==> src/rtl/fp_pkg.sv <==
// Shared constants and types for the pipelined small-float adder.
package fp_pkg;

    localparam int unsigned EXP_W_DEF  = 4;
    localparam int unsigned FRAC_W_DEF = 8;

    localparam int unsigned ROUND_TRUNC = 0;
    localparam int unsigned ROUND_RNE   = 1;

    // Guard, round and sticky bits carried below the fraction LSB.
    localparam int unsigned GRS_W = 3;

    typedef struct packed {
        logic                  sign;
        logic [EXP_W_DEF-1:0]  exp;
        logic [FRAC_W_DEF-1:0] frac;
    } fp_t;

endpackage

==> src/rtl/fp_adder_pipe_if.sv <==
// Operand/result stream bundle for fp_adder_pipe.
interface fp_adder_pipe_if
    import fp_pkg::*;
#(
    parameter int unsigned EXP_W  = EXP_W_DEF,
    parameter int unsigned FRAC_W = FRAC_W_DEF
) ();

    logic              in_valid;
    logic              in_ready;
    logic              op_sub;
    logic              sign_a;
    logic              sign_b;
    logic [EXP_W-1:0]  exp_a;
    logic [EXP_W-1:0]  exp_b;
    logic [FRAC_W-1:0] frac_a;
    logic [FRAC_W-1:0] frac_b;

    logic              out_valid;
    logic              out_ready;
    logic              sign_out;
    logic [EXP_W-1:0]  exp_out;
    logic [FRAC_W-1:0] frac_out;
    logic              ovf;
    logic              unf;
    logic              zero;

    // Producer/consumer side: drives operands and accepts results.
    modport master (
        output in_valid, op_sub, sign_a, sign_b, exp_a, exp_b, frac_a, frac_b, out_ready,
        input  in_ready, out_valid, sign_out, exp_out, frac_out, ovf, unf, zero
    );

    // Adder side.
    modport slave (
        input  in_valid, op_sub, sign_a, sign_b, exp_a, exp_b, frac_a, frac_b, out_ready,
        output in_ready, out_valid, sign_out, exp_out, frac_out, ovf, unf, zero
    );

endinterface

==> src/rtl/fp_lzc.sv <==
// Combinational leading-zero counter; an all-zero input yields WIDTH.
module fp_lzc #(
    parameter int unsigned WIDTH = 11,
    parameter int unsigned CNT_W = $clog2(WIDTH + 1)
) (
    input  logic [WIDTH-1:0] in_i,
    output logic [CNT_W-1:0] cnt_o
);

    // Scan upward so the highest set bit is the last one to write the count.
    always_comb begin
        cnt_o = CNT_W'(WIDTH);
        for (int i = 0; i < int'(WIDTH); i++) begin
            if (in_i[i]) begin
                cnt_o = CNT_W'(int'(WIDTH) - 1 - i);
            end
        end
    end

endmodule

==> src/rtl/fp_adder_pipe.sv <==
// 3-stage pipelined sign-magnitude float adder/subtractor.
// S1 sorts and aligns, S2 adds/subtracts, S3 normalises, rounds and flags.
module fp_adder_pipe
    import fp_pkg::*;
#(
    parameter int unsigned EXP_W  = EXP_W_DEF,
    parameter int unsigned FRAC_W = FRAC_W_DEF,
    parameter int unsigned ROUND  = ROUND_TRUNC
) (
    input logic            clk,
    input logic            reset,
    fp_adder_pipe_if.slave bus
);

    localparam int unsigned W       = FRAC_W + GRS_W;
    localparam int unsigned CNT_W   = $clog2(W + 1);
    // Wide enough to hold exp+1 and exp-L without wrapping.
    localparam int unsigned EW      = EXP_W + CNT_W + 1;
    localparam int unsigned EXP_MAX = (1 << EXP_W) - 1;

    logic en;
    logic out_valid_q;

    // Single global stall: the whole pipe moves only when the output slot frees up.
    assign en           = !out_valid_q || bus.out_ready;
    assign bus.in_ready = en;

    // ---------------- S1: sort / align ----------------
    logic              sign_b_eff;
    logic              a_big;
    logic              s1_sign_big_d, s1_sign_small_d;
    logic [EXP_W-1:0]  s1_exp_d, exp_small, shift_d;
    logic [FRAC_W-1:0] s1_frac_d, frac_small;
    logic [W-1:0]      small_ext, small_shr, small_lost, s1_aligned_d;

    logic              s1_valid_q, s1_sign_big_q, s1_sign_small_q;
    logic [EXP_W-1:0]  s1_exp_q;
    logic [FRAC_W-1:0] s1_frac_q;
    logic [W-1:0]      s1_aligned_q;

    // Pick the larger magnitude (b wins ties) and right-align the smaller one.
    always_comb begin
        sign_b_eff      = bus.sign_b ^ bus.op_sub;
        a_big           = {bus.exp_a, bus.frac_a} > {bus.exp_b, bus.frac_b};
        s1_sign_big_d   = a_big ? bus.sign_a : sign_b_eff;
        s1_sign_small_d = a_big ? sign_b_eff : bus.sign_a;
        s1_exp_d        = a_big ? bus.exp_a  : bus.exp_b;
        exp_small       = a_big ? bus.exp_b  : bus.exp_a;
        s1_frac_d       = a_big ? bus.frac_a : bus.frac_b;
        frac_small      = a_big ? bus.frac_b : bus.frac_a;
        shift_d         = s1_exp_d - exp_small;
        small_ext       = {frac_small, {GRS_W{1'b0}}};
        // Shifts of W or more clear the value and leave every bit in the lost mask.
        small_shr       = small_ext >> shift_d;
        small_lost      = small_ext & ~({W{1'b1}} << shift_d);
        s1_aligned_d    = {small_shr[W-1:1], small_shr[0] | (|small_lost)};
    end

    // S1 pipeline register.
    always_ff @(posedge clk) begin
        if (reset) begin
            s1_valid_q      <= 1'b0;
            s1_sign_big_q   <= 1'b0;
            s1_sign_small_q <= 1'b0;
            s1_exp_q        <= '0;
            s1_frac_q       <= '0;
            s1_aligned_q    <= '0;
        end else if (en) begin
            s1_valid_q      <= bus.in_valid;
            s1_sign_big_q   <= s1_sign_big_d;
            s1_sign_small_q <= s1_sign_small_d;
            s1_exp_q        <= s1_exp_d;
            s1_frac_q       <= s1_frac_d;
            s1_aligned_q    <= s1_aligned_d;
        end
    end

    // ---------------- S2: add / subtract ----------------
    logic [W-1:0]     big_ext;
    logic [W:0]       s2_sum_d;

    logic             s2_valid_q, s2_sign_q;
    logic [EXP_W-1:0] s2_exp_q;
    logic [W:0]       s2_sum_q;

    // Magnitude add or subtract; the result carries the big operand's sign.
    always_comb begin
        big_ext = {s1_frac_q, {GRS_W{1'b0}}};
        if (s1_sign_big_q == s1_sign_small_q) begin
            s2_sum_d = {1'b0, big_ext} + {1'b0, s1_aligned_q};
        end else begin
            s2_sum_d = {1'b0, big_ext} - {1'b0, s1_aligned_q};
        end
    end

    // S2 pipeline register.
    always_ff @(posedge clk) begin
        if (reset) begin
            s2_valid_q <= 1'b0;
            s2_sign_q  <= 1'b0;
            s2_exp_q   <= '0;
            s2_sum_q   <= '0;
        end else if (en) begin
            s2_valid_q <= s1_valid_q;
            s2_sign_q  <= s1_sign_big_q;
            s2_exp_q   <= s1_exp_q;
            s2_sum_q   <= s2_sum_d;
        end
    end

    // ---------------- S3: normalise / round ----------------
    logic [CNT_W-1:0]  lz_cnt;
    logic [W-1:0]      norm_v;
    logic [EW-1:0]     exp_n;
    logic              round_inc;
    logic [FRAC_W:0]   frac_r;
    logic              res_sign, res_ovf, res_unf, res_zero;
    logic [EXP_W-1:0]  res_exp;
    logic [FRAC_W-1:0] res_frac;

    fp_lzc #(
        .WIDTH (W),
        .CNT_W (CNT_W)
    ) u_lzc (
        .in_i  (s2_sum_q[W-1:0]),
        .cnt_o (lz_cnt)
    );

    // Normalise, round, then apply zero / underflow / overflow handling.
    always_comb begin
        res_sign  = 1'b0;
        res_exp   = '0;
        res_frac  = '0;
        res_ovf   = 1'b0;
        res_unf   = 1'b0;
        res_zero  = 1'b0;
        norm_v    = '0;
        exp_n     = '0;
        round_inc = 1'b0;
        frac_r    = '0;

        if (s2_sum_q == '0) begin
            res_zero = 1'b1;
        end else if (s2_sum_q[W]) begin
            norm_v = {s2_sum_q[W:2], s2_sum_q[1] | s2_sum_q[0]};
            exp_n  = EW'(s2_exp_q) + EW'(1);
        end else if (EW'(lz_cnt) > EW'(s2_exp_q)) begin
            res_unf = 1'b1;
        end else begin
            norm_v = s2_sum_q[W-1:0] << lz_cnt;
            exp_n  = EW'(s2_exp_q) - EW'(lz_cnt);
        end

        if (!res_zero && !res_unf) begin
            // G && (R || S || lsb); only active in round-to-nearest-even mode.
            round_inc = (ROUND == ROUND_RNE) && norm_v[GRS_W-1]
                        && (norm_v[GRS_W-2] || norm_v[0] || norm_v[GRS_W]);
            frac_r    = {1'b0, norm_v[W-1:GRS_W]} + (FRAC_W + 1)'(round_inc);
            if (frac_r[FRAC_W]) begin
                frac_r = {2'b01, {(FRAC_W - 1){1'b0}}};
                exp_n  = exp_n + EW'(1);
            end
            res_sign = s2_sign_q;
            if (exp_n > EW'(EXP_MAX)) begin
                res_ovf  = 1'b1;
                res_exp  = '1;
                res_frac = '1;
            end else begin
                res_exp  = exp_n[EXP_W-1:0];
                res_frac = frac_r[FRAC_W-1:0];
            end
        end
    end

    logic              out_sign_q, out_ovf_q, out_unf_q, out_zero_q;
    logic [EXP_W-1:0]  out_exp_q;
    logic [FRAC_W-1:0] out_frac_q;

    // Output register; holds while the consumer stalls.
    always_ff @(posedge clk) begin
        if (reset) begin
            out_valid_q <= 1'b0;
            out_sign_q  <= 1'b0;
            out_exp_q   <= '0;
            out_frac_q  <= '0;
            out_ovf_q   <= 1'b0;
            out_unf_q   <= 1'b0;
            out_zero_q  <= 1'b0;
        end else if (en) begin
            out_valid_q <= s2_valid_q;
            out_sign_q  <= res_sign;
            out_exp_q   <= res_exp;
            out_frac_q  <= res_frac;
            out_ovf_q   <= res_ovf;
            out_unf_q   <= res_unf;
            out_zero_q  <= res_zero;
        end
    end

    assign bus.out_valid = out_valid_q;
    assign bus.sign_out  = out_sign_q;
    assign bus.exp_out   = out_exp_q;
    assign bus.frac_out  = out_frac_q;
    assign bus.ovf       = out_ovf_q;
    assign bus.unf       = out_unf_q;
    assign bus.zero      = out_zero_q;

endmodule
==> src/flat_wrapper.sv <==
// flat-port wrapper written by rule: the top's interface ports become plain ports
module fp_adder_pipe_flat import fp_pkg::*;
#(
    parameter int unsigned EXP_W  = EXP_W_DEF,
    parameter int unsigned FRAC_W = FRAC_W_DEF,
    parameter int unsigned ROUND  = ROUND_TRUNC
)
  (clk, reset, bus_in_valid, bus_op_sub, bus_sign_a, bus_sign_b, bus_exp_a, bus_exp_b, bus_frac_a, bus_frac_b, bus_out_ready, bus_in_ready, bus_out_valid, bus_sign_out, bus_exp_out, bus_frac_out, bus_ovf, bus_unf, bus_zero);
  fp_adder_pipe_if #(.EXP_W(EXP_W), .FRAC_W(FRAC_W)) bus_i ();
  input logic clk;
  input logic reset;
  input wire logic [$bits(bus_i.in_valid)-1:0] bus_in_valid;
  input wire logic [$bits(bus_i.op_sub)-1:0] bus_op_sub;
  input wire logic [$bits(bus_i.sign_a)-1:0] bus_sign_a;
  input wire logic [$bits(bus_i.sign_b)-1:0] bus_sign_b;
  input wire logic [$bits(bus_i.exp_a)-1:0] bus_exp_a;
  input wire logic [$bits(bus_i.exp_b)-1:0] bus_exp_b;
  input wire logic [$bits(bus_i.frac_a)-1:0] bus_frac_a;
  input wire logic [$bits(bus_i.frac_b)-1:0] bus_frac_b;
  input wire logic [$bits(bus_i.out_ready)-1:0] bus_out_ready;
  output wire logic [$bits(bus_i.in_ready)-1:0] bus_in_ready;
  output wire logic [$bits(bus_i.out_valid)-1:0] bus_out_valid;
  output wire logic [$bits(bus_i.sign_out)-1:0] bus_sign_out;
  output wire logic [$bits(bus_i.exp_out)-1:0] bus_exp_out;
  output wire logic [$bits(bus_i.frac_out)-1:0] bus_frac_out;
  output wire logic [$bits(bus_i.ovf)-1:0] bus_ovf;
  output wire logic [$bits(bus_i.unf)-1:0] bus_unf;
  output wire logic [$bits(bus_i.zero)-1:0] bus_zero;
  assign bus_i.in_valid = bus_in_valid;
  assign bus_i.op_sub = bus_op_sub;
  assign bus_i.sign_a = bus_sign_a;
  assign bus_i.sign_b = bus_sign_b;
  assign bus_i.exp_a = bus_exp_a;
  assign bus_i.exp_b = bus_exp_b;
  assign bus_i.frac_a = bus_frac_a;
  assign bus_i.frac_b = bus_frac_b;
  assign bus_i.out_ready = bus_out_ready;
  assign bus_in_ready = bus_i.in_ready;
  assign bus_out_valid = bus_i.out_valid;
  assign bus_sign_out = bus_i.sign_out;
  assign bus_exp_out = bus_i.exp_out;
  assign bus_frac_out = bus_i.frac_out;
  assign bus_ovf = bus_i.ovf;
  assign bus_unf = bus_i.unf;
  assign bus_zero = bus_i.zero;
  fp_adder_pipe #(.EXP_W(EXP_W), .FRAC_W(FRAC_W), .ROUND(ROUND)) u_core (.clk(clk), .reset(reset), .bus(bus_i));
endmodule
==> config.mk <==
export PLATFORM = sky130hd
export DESIGN_NAME = fp_adder_pipe_flat
export DESIGN_NICKNAME = d
export VERILOG_FILES = /design/src/rtl/fp_pkg.sv /design/src/rtl/fp_adder_pipe_if.sv /design/src/rtl/fp_lzc.sv /design/src/rtl/fp_adder_pipe.sv /design/src/flat_wrapper.sv
export SDC_FILE = /design/constraint.sdc
export NUM_CORES = 1
export LEC_CHECK = 0
export ABC_CLOCK_PERIOD_IN_PS = 5000
export CORE_MARGIN = 4
export CORE_UTILIZATION = 55
export DETAILED_ROUTE_END_ITERATION = 16
export PLACE_DENSITY_LB_ADDON = 0.3
export SYNTH_ARGS = -nofsm -noshare
export SYNTH_HDL_FRONTEND = slang
export SYNTH_SLANG_ARGS = --single-unit
==> constraint.sdc <==
create_clock -name clk -period 5 [get_ports clk]
set_input_delay 1.5 -clock clk [delete_from_list [all_inputs] [get_ports clk]]
set_output_delay 1.5 -clock clk [all_outputs]
set_load 0.1 [all_outputs]
==> qor.txt, run 1 <==
Power Density: 417.0 nW/um^2
Ant. Diodes: 0
actual slew at the worst max-slew pin: 0.9880 ns
gr ovfl total: 0
wire length on met2: 5800 microns
Die ar.: 10220 sq um
Met3 Routed Length: 689 microns
syn avg cell area: 7.611 sq um
CTS tree: done
Clock transition at path regs: 0.08 ns
Hold Crit Depth: 2
post-CTS sizing: 0
worst-path cell chain: clkdlybuf4s50_1 -> inv_1 -> ha_1 -> nor2b_1 -> o211ai_1 -> a211oi_2 -> o31a_4 -> o31a_1 -> ha_1 -> a211oi_2 -> xor2_1 -> buf_4 -> and3_1 -> o41ai_1 -> a31oi_1
Seq/Total Area, Yosys: 25.63%
WL met1: 5563 microns
Max Root-Sink Buffers: 2
Detailed Place HPWL: 9516 microns
count of final max-slew check failures: 0
Routability Congestion: 0.9121
top routing layer in use: met4
Core ar.: 8341 sq um
Largest delay share family, worst path: compound AO/OA/AOI/OAI gates
HP Class: flop to flop
R2R depth: 17
worst slew margin relative to its limit: 33.93%
Tcrit/Tclk final: 94.02%
antenna violations before repair: 0
Mapped Area: 4765 sq um
RSZ-0062 raised after global routing: false
initial DRC count: 403
max incr delay on CP: 0.48 ns
PortBufs: 48
FF+latch count, synth: 61
number of synthesized flops with an enable pin: 0
Crit Path Class: input pin to flop
DIE WIDTH: 101.1 microns
Vias per Instance: 6.108
Final Non-Filler Cells: 780
Fillers: 718
final hold viol count: 0
FP Rows: 33
most frequent cells in the layout: a21oi_1, nor2_1, dfxtp_1
1st-pass router iterations: 6
Clock Sinks: 61
WL per Instance: 15.71 microns
min cycle time layout: 4.701 ns
YS warnings: 0
number of global-route vias before repair: 4546
TritonCTS Buffers: 9
Max stage delay cell, worst path: clkdlybuf4s50_1
WP buf/inv: 3
Root Buffer: clkbuf_8
# IOs: 49
PnR Total Power: 2.327 mW
Fmax: 0.2127 GHz
Setup Skew: 0.01177 ns
async set-or-reset flop fraction in the synthesized netlist: 0%
Tot GR Track Use: 24.96%
most common cell after layout, fill and taps aside: a21oi_1
Post-CTS Setup Inserts: 0
Post-Syn Instances: 626
Routed WL: 12260 microns
Stages on worst setup path: 15
Net Count, Synth: 694
Post-Place Cells: 764
Most used DFF post-synth: dfxtp_1
largest net degree at the start of global routing: 55
clock latency on the worst-skew pair: 0.35 ns
CP endpoint kind: flop
area added between synthesis and finish: 17.12%
number of nets in the layout: 738
Setup Viol. Count Final: 0
number of max-cap violations: 0
first-pass GRT wire length: 21000 microns
Required @ worst endpoint: 5.20 ns
vias: 4764
Final ANT Viol Nets: 0
run status: completed
leakage: 2.248 nW
crit path DAT: 4.90 ns
detailed-route DRC error count: 0
layout cells sized above 1: 10.07%
Hold WS: 0.4559 ns
Initial Utilization: 57.13%
H-tree levels: 3
Setup crit start kind: input pin
crit-path max FO: 9
Yosys cell types: 68
Die Height: 101.1 microns
hold_buf cts: 0
Peak VDD IR: 0.2612 mV
-- cells by family (layout without fill, tap and decap cells) --
logic type	count (synthesis)	in the layout	synth area share (%)
xor+xnor	12	12	2.206
fa+ha+maj	37	37	10.03
simple gates	208	208	20.40
compound gates	193	193	26.39
buf+inv	84	133	7.064
flops	61	61	25.63
mux	31	31	8.272
-- metal layers --
metal  up-vias  track usage [%]
li1       2344                -
met1      2244            33.26
met2       158            41.40
met3        18            4.152
met4         0            7.362
met5         -                0
-- worst register-to-register path, stage by stage, from the launching register on --
cell      delay [ns]
dfxtp_1         0.47
nor2b_1         0.17
o21bai_1        0.09
a21oi_1         0.16
o21ai_0         0.09
a21oi_1         0.15
nor2_1          0.05
buf_4           0.20
ha_1            0.23
nor2b_1         0.12
o21ai_0         0.11
a21boi_0        0.41
nor3_1          0.15
nor3_1          0.40
nand3_1         0.31
nor3b_1         0.26
o31ai_1         0.09
o21ai_0         0.16
-- flip-flops by register name, indices dropped and copies added, names as in the netlist, 4 cells and up --
signal	cells
u_core.s2_exp_q	4
u_core.s1_frac_q	8
u_core.s2_sum_q	12
u_core.s1_aligned_q	11
u_core.s1_exp_q	4
u_core.bus.frac_out	8
u_core.bus.exp_out	4
-- layout make-up --
cell class | instances | area, sq um | area share, %
Tap cell | 105 | 131.4 | 2.354
Sequential cell | 61 | 1221 | 21.88
Multi-Input combinational cell | 481 | 3209 | 57.51
Timing Repair Buffer | 71 | 663.1 | 11.88
Inverter | 46 | 172.7 | 3.094
Clock inverter | 7 | 58.81 | 1.054
Clock buffer | 9 | 123.9 | 2.220
-- where the power goes --
part	switching, mW	internal (mW)	total, mW
combinational	0.790	0.468	1.26
sequential	0.0978	0.570	0.668
clock	0.216	0.186	0.402
total	1.10	1.22	2.33
-- synthesized netlist by cell type (all sizes together), types with 3 or more instances --
cell type | n | area, sq um
a21oi | 79 | 399.1
nor2 | 72 | 270.3
dfxtp | 61 | 1221
nand2 | 60 | 230.2
inv | 46 | 172.7
ha | 35 | 437.9
clkbuf | 27 | 101.4
o21ai | 26 | 130.1
a211oi | 20 | 160.2
mux2i | 18 | 180.2
nor3 | 18 | 90.09
buf | 11 | 62.56
nand3 | 11 | 55.05
nand4 | 10 | 68.81
o211ai | 9 | 67.56
xnor2 | 8 | 70.07
mux2 | 7 | 78.83
nand2b | 7 | 43.79
nor2b | 7 | 43.79
a31oi | 6 | 37.54
mux4 | 6 | 135.1
a22oi | 5 | 37.54
o31ai | 5 | 56.30
or3 | 5 | 31.28
a21o | 4 | 30.03
a311oi | 4 | 35.03
and3 | 4 | 25.02
o21a | 4 | 30.03
o41ai | 4 | 35.03
xor2 | 4 | 35.03
a21boi | 3 | 22.52
nor4b | 3 | 32.53
o21bai | 3 | 22.52
o221ai | 3 | 26.28
o311ai | 3 | 26.28
-- stage by stage --
step | setup TNS [ns] | instance area (sq um) | setup slack (ns) | utilization [%]
floorplan | 0 | 4765 | 0.4884 | -
global placement | 0 | 5398 | 0.08343 | 64.72
detailed placement | -0.03184 | 5398 | -0.02127 | 64.72
CTS | 0 | 5580 | 0.3313 | 66.91
global route | 0 | 5580 | 0.04686 | 66.91
finish | 0 | 5580 | 0.2991 | 66.91
-- final timing paths --
path | slack, ns | end | startpoint
worst min-delay path | 0.46 | u_core.s2_valid_q$_SDFFE_PP0P_ | u_core.s2_valid_q$_SDFFE_PP0P_
worst max register to register | 1.33 | u_core.bus.frac_out[3]$_SDFFE_PP0P_ | u_core.s2_sum_q[0]$_SDFFE_PP0P_
worst max-delay path | 0.30 | u_core.s1_aligned_q[0]$_SDFFE_PP0P_ | bus_frac_b[1]
worst min register to register | 0.46 | u_core.s2_valid_q$_SDFFE_PP0P_ | u_core.s2_valid_q$_SDFFE_PP0P_
Note: power is estimated with default switching activity, not from simulation.
==> run 2, diff against run 1 <==
--- a/config.mk
+++ b/config.mk
@@ -10,6 +10,7 @@
 export CORE_UTILIZATION = 55
 export DETAILED_ROUTE_END_ITERATION = 16
 export PLACE_DENSITY_LB_ADDON = 0.3
+export REMOVE_ABC_BUFFERS = 1
 export SYNTH_ARGS = -nofsm -noshare
 export SYNTH_HDL_FRONTEND = slang
 export SYNTH_SLANG_ARGS = --single-unit
==> run 2 against run 1 <==
Compared with the run above: maximum frequency shrank 1.4%; die area stayed put; clock power down 3%; register-to-register slack barely moved; largest power group unchanged; cell count up 0.38%; sequential power hardly changed; sequential cell count unchanged; clock-buffer cell count did not move; combinational power barely moved.
==> qor.txt, run 2 (synthesis results as in run 1) <==
reg-to-reg endpoint: u_core.bus.frac_out[5]$_SDFFE_PP0P_
R2R depth: 15
Routability Congestion: 0.9971
area added between synthesis and finish: 17.67%
PortBufs: 48
Setup Skew: 0.01687 ns
Detailed Place HPWL: 9488 microns
Max Root-Sink Buffers: 2
Final ANT Viol Nets: 0
Setup crit start kind: input pin
Core ar.: 8341 sq um
Required @ worst endpoint: 5.21 ns
Vias per Instance: 6.101
first-pass GRT wire length: 20440 microns
Die ar.: 10220 sq um
Setup Viol. Count Final: 0
WL per Instance: 15.61 microns
clock latency on the worst-skew pair: 0.35 ns
Tcrit/Tclk final: 95.34%
crit-path max FO: 5
FP Rows: 33
Post-Place Cells: 767
initial DRC count: 249
number of global-route vias before repair: 4551
Initial Utilization: 57.13%
Ant. Diodes: 0
count of final max-slew check failures: 0
Clock transition at path regs: 0.08 ns
PnR Total Power: 2.303 mW
DP Area: 5433 sq um
# IOs: 49
CP endpoint kind: flop
TritonCTS Buffers: 9
Post-CTS Setup Inserts: 0
post-CTS sizing: 0
Final TNS setup: 0 ns
fin worst setup slack: 0.2332 ns
gr ovfl total: 0
most common cell after layout, fill and taps aside: a21oi_1
antenna violations before repair: 0
Crit Path Class: input pin to flop
Hold Crit Depth: 2
max reg flops: 12
largest reg by FF count: u_core.s2_sum_q
Final Non-Filler Cells: 783
run status: completed
detailed-route DRC error count: 0
final core occ: 67.22%
number of max-cap violations: 0
Reg2Reg Setup Slack: 1.32 ns
vias: 4777
min cycle time layout: 4.767 ns
Power Density: 410.7 nW/um^2
DIE WIDTH: 101.1 microns
layout cells sized above 1: 10.47%
final hold viol count: 0
most frequent cells in the layout: a21oi_1, nor2_1, dfxtp_1
reg2reg start: u_core.s2_sum_q[0]$_SDFFE_PP0P_
largest net degree at the start of global routing: 55
HP Class: flop to flop
actual slew at the worst max-slew pin: 1.059 ns
Hold WS: 0.4573 ns
hold_buf cts: 0
hold wc startpoint: u_core.s2_valid_q$_SDFFE_PP0P_
Top Registers: u_core.s2_sum_q (12), u_core.s1_aligned_q (11)
Clock Sinks: 61
Peak VDD IR: 0.1706 mV
Die Height: 101.1 microns
Root Buffer: clkbuf_8
leakage: 2.276 nW
Final Cell Area: 5607 sq um
RSZ-0062 raised after global routing: false
crit path DAT: 4.97 ns
H-tree levels: 3
CTS tree: done
dpl ws: -0.0008713 ns
number of nets in the layout: 741
worst slew margin relative to its limit: 28.90%
Min-Delay Endpoint: u_core.s2_valid_q$_SDFFE_PP0P_
Tot GR Track Use: 24.67%
1st-pass router iterations: 5
Routed WL: 12220 microns
Fmax: 0.2098 GHz
run 2: cell types whose count changed in the layout (fill, tap and decap cells not counted):
cell        delta
clkinv_2       +3
inv_6          -1
buf_12         +1
clkinvlp_4     -2
buf_4          +2
run 2: worst max path at each step:
stage	start	end	slack, ns	cells past startpoint
2_1_floorplan	bus_out_ready	bus_in_ready	-0.19	2
3_3_place_gp	bus_frac_b[1]	u_core.s1_aligned_q[0]$_SDFFE_PP0P_	0.13	15
3_5_place_dp	bus_frac_b[1]	u_core.s1_aligned_q[2]$_SDFFE_PP0P_	-0.0009	14
4_1_cts	bus_frac_b[1]	u_core.s1_aligned_q[2]$_SDFFE_PP0P_	0.38	14
5_1_grt	bus_frac_b[1]	u_core.s1_aligned_q[2]$_SDFFE_PP0P_	0.08	14
6_report	bus_frac_b[1]	u_core.s1_aligned_q[2]$_SDFFE_PP0P_	0.23	14
run 2: power breakdown:
part           leakage [nW]  switching [mW]  total [mW]  internal [mW]
Clock                0.0937           0.208       0.390          0.182
Sequential            0.502          0.0987       0.669          0.570
Combinational          1.68           0.775        1.24          0.469
run 2: final cells by class:
| type | instances | area, sq um |
|---|---|---|
| tap | 105 | 131.4 |
| inverter | 46 | 172.7 |
| multi-input combinational | 481 | 3209 |
| fill | 701 | 2734 |
| clock buffer | 9 | 123.9 |
| clock inverter | 7 | 50.05 |
| sequential | 61 | 1221 |
| timing repair buffer | 74 | 698.2 |
run 2: routing by layer:
metal | part of all wire, % | vias up | global-route usage, %
met2 | 49 | 178 | 42.00
met3 | 5.0 | 44 | 3.529
li1 | - | 2357 | -
met5 | 0 | - | 0
met4 | 4.0 | 0 | 13.09
met1 | 42 | 2198 | 29.86
run 2: critical path, cell delays in order:
cell             delay, ns
clkdlybuf4s50_1       0.47
inv_1                 0.06
ha_1                  0.30
nor2b_1               0.14
o211ai_1              0.24
a211oi_2              0.17
o311ai_0              0.62
o31a_1                0.27
ha_1                  0.25
inv_1                 0.14
buf_4                 0.17
mux2_2                0.32
o21ai_0               0.17
o221ai_1              0.14
==> run 3, diff against run 2 <==
--- a/config.mk
+++ b/config.mk
@@ -5,9 +5,10 @@
 export SDC_FILE = /design/constraint.sdc
 export NUM_CORES = 1
 export LEC_CHECK = 0
-export ABC_CLOCK_PERIOD_IN_PS = 5000
+export ABC_CLOCK_PERIOD_IN_PS = 3900
+export CAP_MARGIN = 20
 export CORE_MARGIN = 4
-export CORE_UTILIZATION = 55
+export CORE_UTILIZATION = 52
 export DETAILED_ROUTE_END_ITERATION = 16
 export PLACE_DENSITY_LB_ADDON = 0.3
 export REMOVE_ABC_BUFFERS = 1
==> constraint.sdc (replaced) <==
create_clock -name clk -period 3.9 [get_ports clk]
set_input_delay 1.17 -clock clk [delete_from_list [all_inputs] [get_ports clk]]
set_output_delay 1.17 -clock clk [all_outputs]
set_load 0.1 [all_outputs]
==> run 3 against run 2 <==
Compared with the run above: critical path depth is 1 higher; cell count is 8.6% higher; setup slack worse by 0.16 ns; sequential share of layout area is 2.6 points lower; via count is 7.4% higher; total power is 42% higher; clock power is 62% higher; critical path type unchanged; sequential power is 29% higher; register-to-register slack worse by 0.83 ns; clock skew is 0.0050 ns lower; critical endpoint is now u_core.s1_aligned_q[0]$_SDFFE_PP0P_; sequential cell count stayed put.
==> qor.txt, run 3 (synthesis results as in run 1) <==
antenna violations before repair: 0
Routed WL: 14110 microns
first-pass GRT wire length: 23260 microns
H-tree levels: 3
reg2reg start: u_core.s2_sum_q[0]$_SDFFE_PP0P_
area added between synthesis and finish: 33.59%
Setup Viol. Count Final: 0
R2R depth: 16
reg-to-reg endpoint: u_core.bus.frac_out[3]$_SDFFE_PP0P_
Peak VDD IR: 0.2502 mV
Tcrit/Tclk final: 98.03%
leakage: 2.645 nW
Fmax: 0.2616 GHz
largest net degree at the start of global routing: 54
Initial Utilization: 54.11%
CP endpoint kind: flop
Min-Delay Endpoint: u_core.s2_sign_q$_SDFFE_PP0P_
hold_buf cts: 0
1st-pass router iterations: 5
Die ar.: 10760 sq um
most common cell after layout, fill and taps aside: buf_4
number of nets in the layout: 805
Max stage delay cell, worst path: o31a_4
largest reg by FF count: u_core.s2_sum_q
Final ANT Viol Nets: 0
worst slew margin relative to its limit: 30.83%
gr ovfl total: 0
min cycle time layout: 3.823 ns
number of global-route vias before repair: 5107
Setup Skew: 0.01190 ns
Die Height: 103.7 microns
DIE WIDTH: 103.7 microns
Top Registers: u_core.s2_sum_q (12), u_core.s1_aligned_q (11)
Post-Place Cells: 820
worst-path cell chain: buf_6 -> inv_4 -> ha_4 -> nor2b_1 -> o211ai_1 -> a211oi_2 -> o31a_4 -> o31a_1 -> ha_2 -> a211oi_4 -> xor2_2 -> buf_4 -> and3_4 -> o41ai_4 -> a31oi_1
Clock transition at path regs: 0.08 ns
hold wc startpoint: u_core.s2_sign_q$_SDFFE_PP0P_
Root Buffer: clkbuf_8
Hold Crit Depth: 2
Detailed Place HPWL: 9939 microns
WL per Instance: 16.60 microns
HP Class: flop to flop
most frequent cells in the layout: buf_4, a21oi_1, nor2_1
# IOs: 49
final hold viol count: 0
max reg flops: 12
crit path DAT: 4.01 ns
final core occ: 72.28%
number of max-cap violations: 0
Power Density: 512.6 nW/um^2
Vias per Instance: 6.038
run status: completed
Crit Path Class: input pin to flop
PnR Total Power: 3.263 mW
Core ar.: 8806 sq um
Reg2Reg Setup Slack: 0.49 ns
layout cells sized above 1: 24.39%
Fillers: 638
initial DRC count: 248
clock latency on the worst-skew pair: 0.35 ns
Max Root-Sink Buffers: 2
detailed-route DRC error count: 0
Hold WS: 0.4553 ns
PortBufs: 48
FP Rows: 34
Tot GR Track Use: 25.67%
count of final max-slew check failures: 0
actual slew at the worst max-slew pin: 1.034 ns
Setup crit start kind: input pin
Ant. Diodes: 0
Routability Congestion: 0.9255
vias: 5132
Required @ worst endpoint: 4.09 ns
TritonCTS Buffers: 9
max incr delay on CP: 0.38 ns
CTS tree: done
crit-path max FO: 6
Final Non-Filler Cells: 850
Clock Sinks: 61
run 3: cell count changes in the layout (fill, tap and decap cells not counted), sizes merged:
| cell | previous run | this run |
|---|---|---|
| buf | 27 | 95 |
| clkdlybuf4s50 | 47 | 21 |
| dlygate4sd2 | 0 | 19 |
| bufinv | 0 | 2 |
| clkbuf | 9 | 11 |
| inv | 48 | 46 |
| clkdlybuf4s15 | 0 | 1 |
run 3: worst max-delay path, delay by kind of cell:
family	cells	cell delay [ns]
AO/OA/AOI/OAI	7	1.70
adder cells (fa/ha/maj)	2	0.40
buffers and inverters	3	0.32
AND/OR/NAND/NOR	2	0.29
XOR/XNOR	1	0.12
run 3: final cells by class:
class	instances	area, sq um	area share [%]
Timing Repair Buffer	138	1149	18.05
Tap cell	108	135.1	2.123
Multi-Input combinational cell	481	3461	54.37
Inverter	46	175.2	2.752
Clock buffer	9	123.9	1.946
Clock inverter	7	100.1	1.573
Sequential cell	61	1221	19.19
run 3: metrics by stage:
stage	setup slack (ns)	setup TNS (ns)	area, sq um
floorplan	-0.7183	-9.494	4601
global placement	-0.6919	-6.468	5819
detailed placement	-0.7783	-7.209	5819
CTS	0.007057	0	6322
global route	-0.0005125	-0.0005125	6365
finish	0.07666	0	6365
run 3: worst max path at each step:
stage / startpoint / endpoint / depth (start not counted)
6_report: bus_frac_b[1] / u_core.s1_aligned_q[0]$_SDFFE_PP0P_ / 15
2_1_floorplan: bus_exp_b[0] / u_core.s1_aligned_q[3]$_SDFFE_PP0P_ / 11
3_3_place_gp: bus_frac_b[1] / u_core.s1_aligned_q[0]$_SDFFE_PP0P_ / 15
3_5_place_dp: bus_frac_b[1] / u_core.s1_aligned_q[0]$_SDFFE_PP0P_ / 15
5_1_grt: bus_frac_b[7] / u_core.s1_aligned_q[3]$_SDFFE_PP0P_ / 12
4_1_cts: bus_frac_b[1] / u_core.s1_aligned_q[3]$_SDFFE_PP0P_ / 14
run 3: layer usage:
metal | up-vias | GRT usage (%) | routed length, microns
met5 | - | 0 | 0
met1 | 2389 | 28.41 | 5678
met4 | 0 | 13.96 | 588
li1 | 2469 | - | -
met3 | 61 | 4.167 | 752
met2 | 213 | 46.78 | 7087
run 3: what timing repair did:
item	CTS	global route
endpoints found under the setup margin	11	10
pin swaps	25	13
buffers inserted	12	2
gates resized for setup	69	14
run 3: report_power, final:
part,switching (mW),total (mW),internal (mW)
logic,1.06,1.77,0.709
registers,0.134,0.864,0.731
clock network,0.270,0.632,0.362
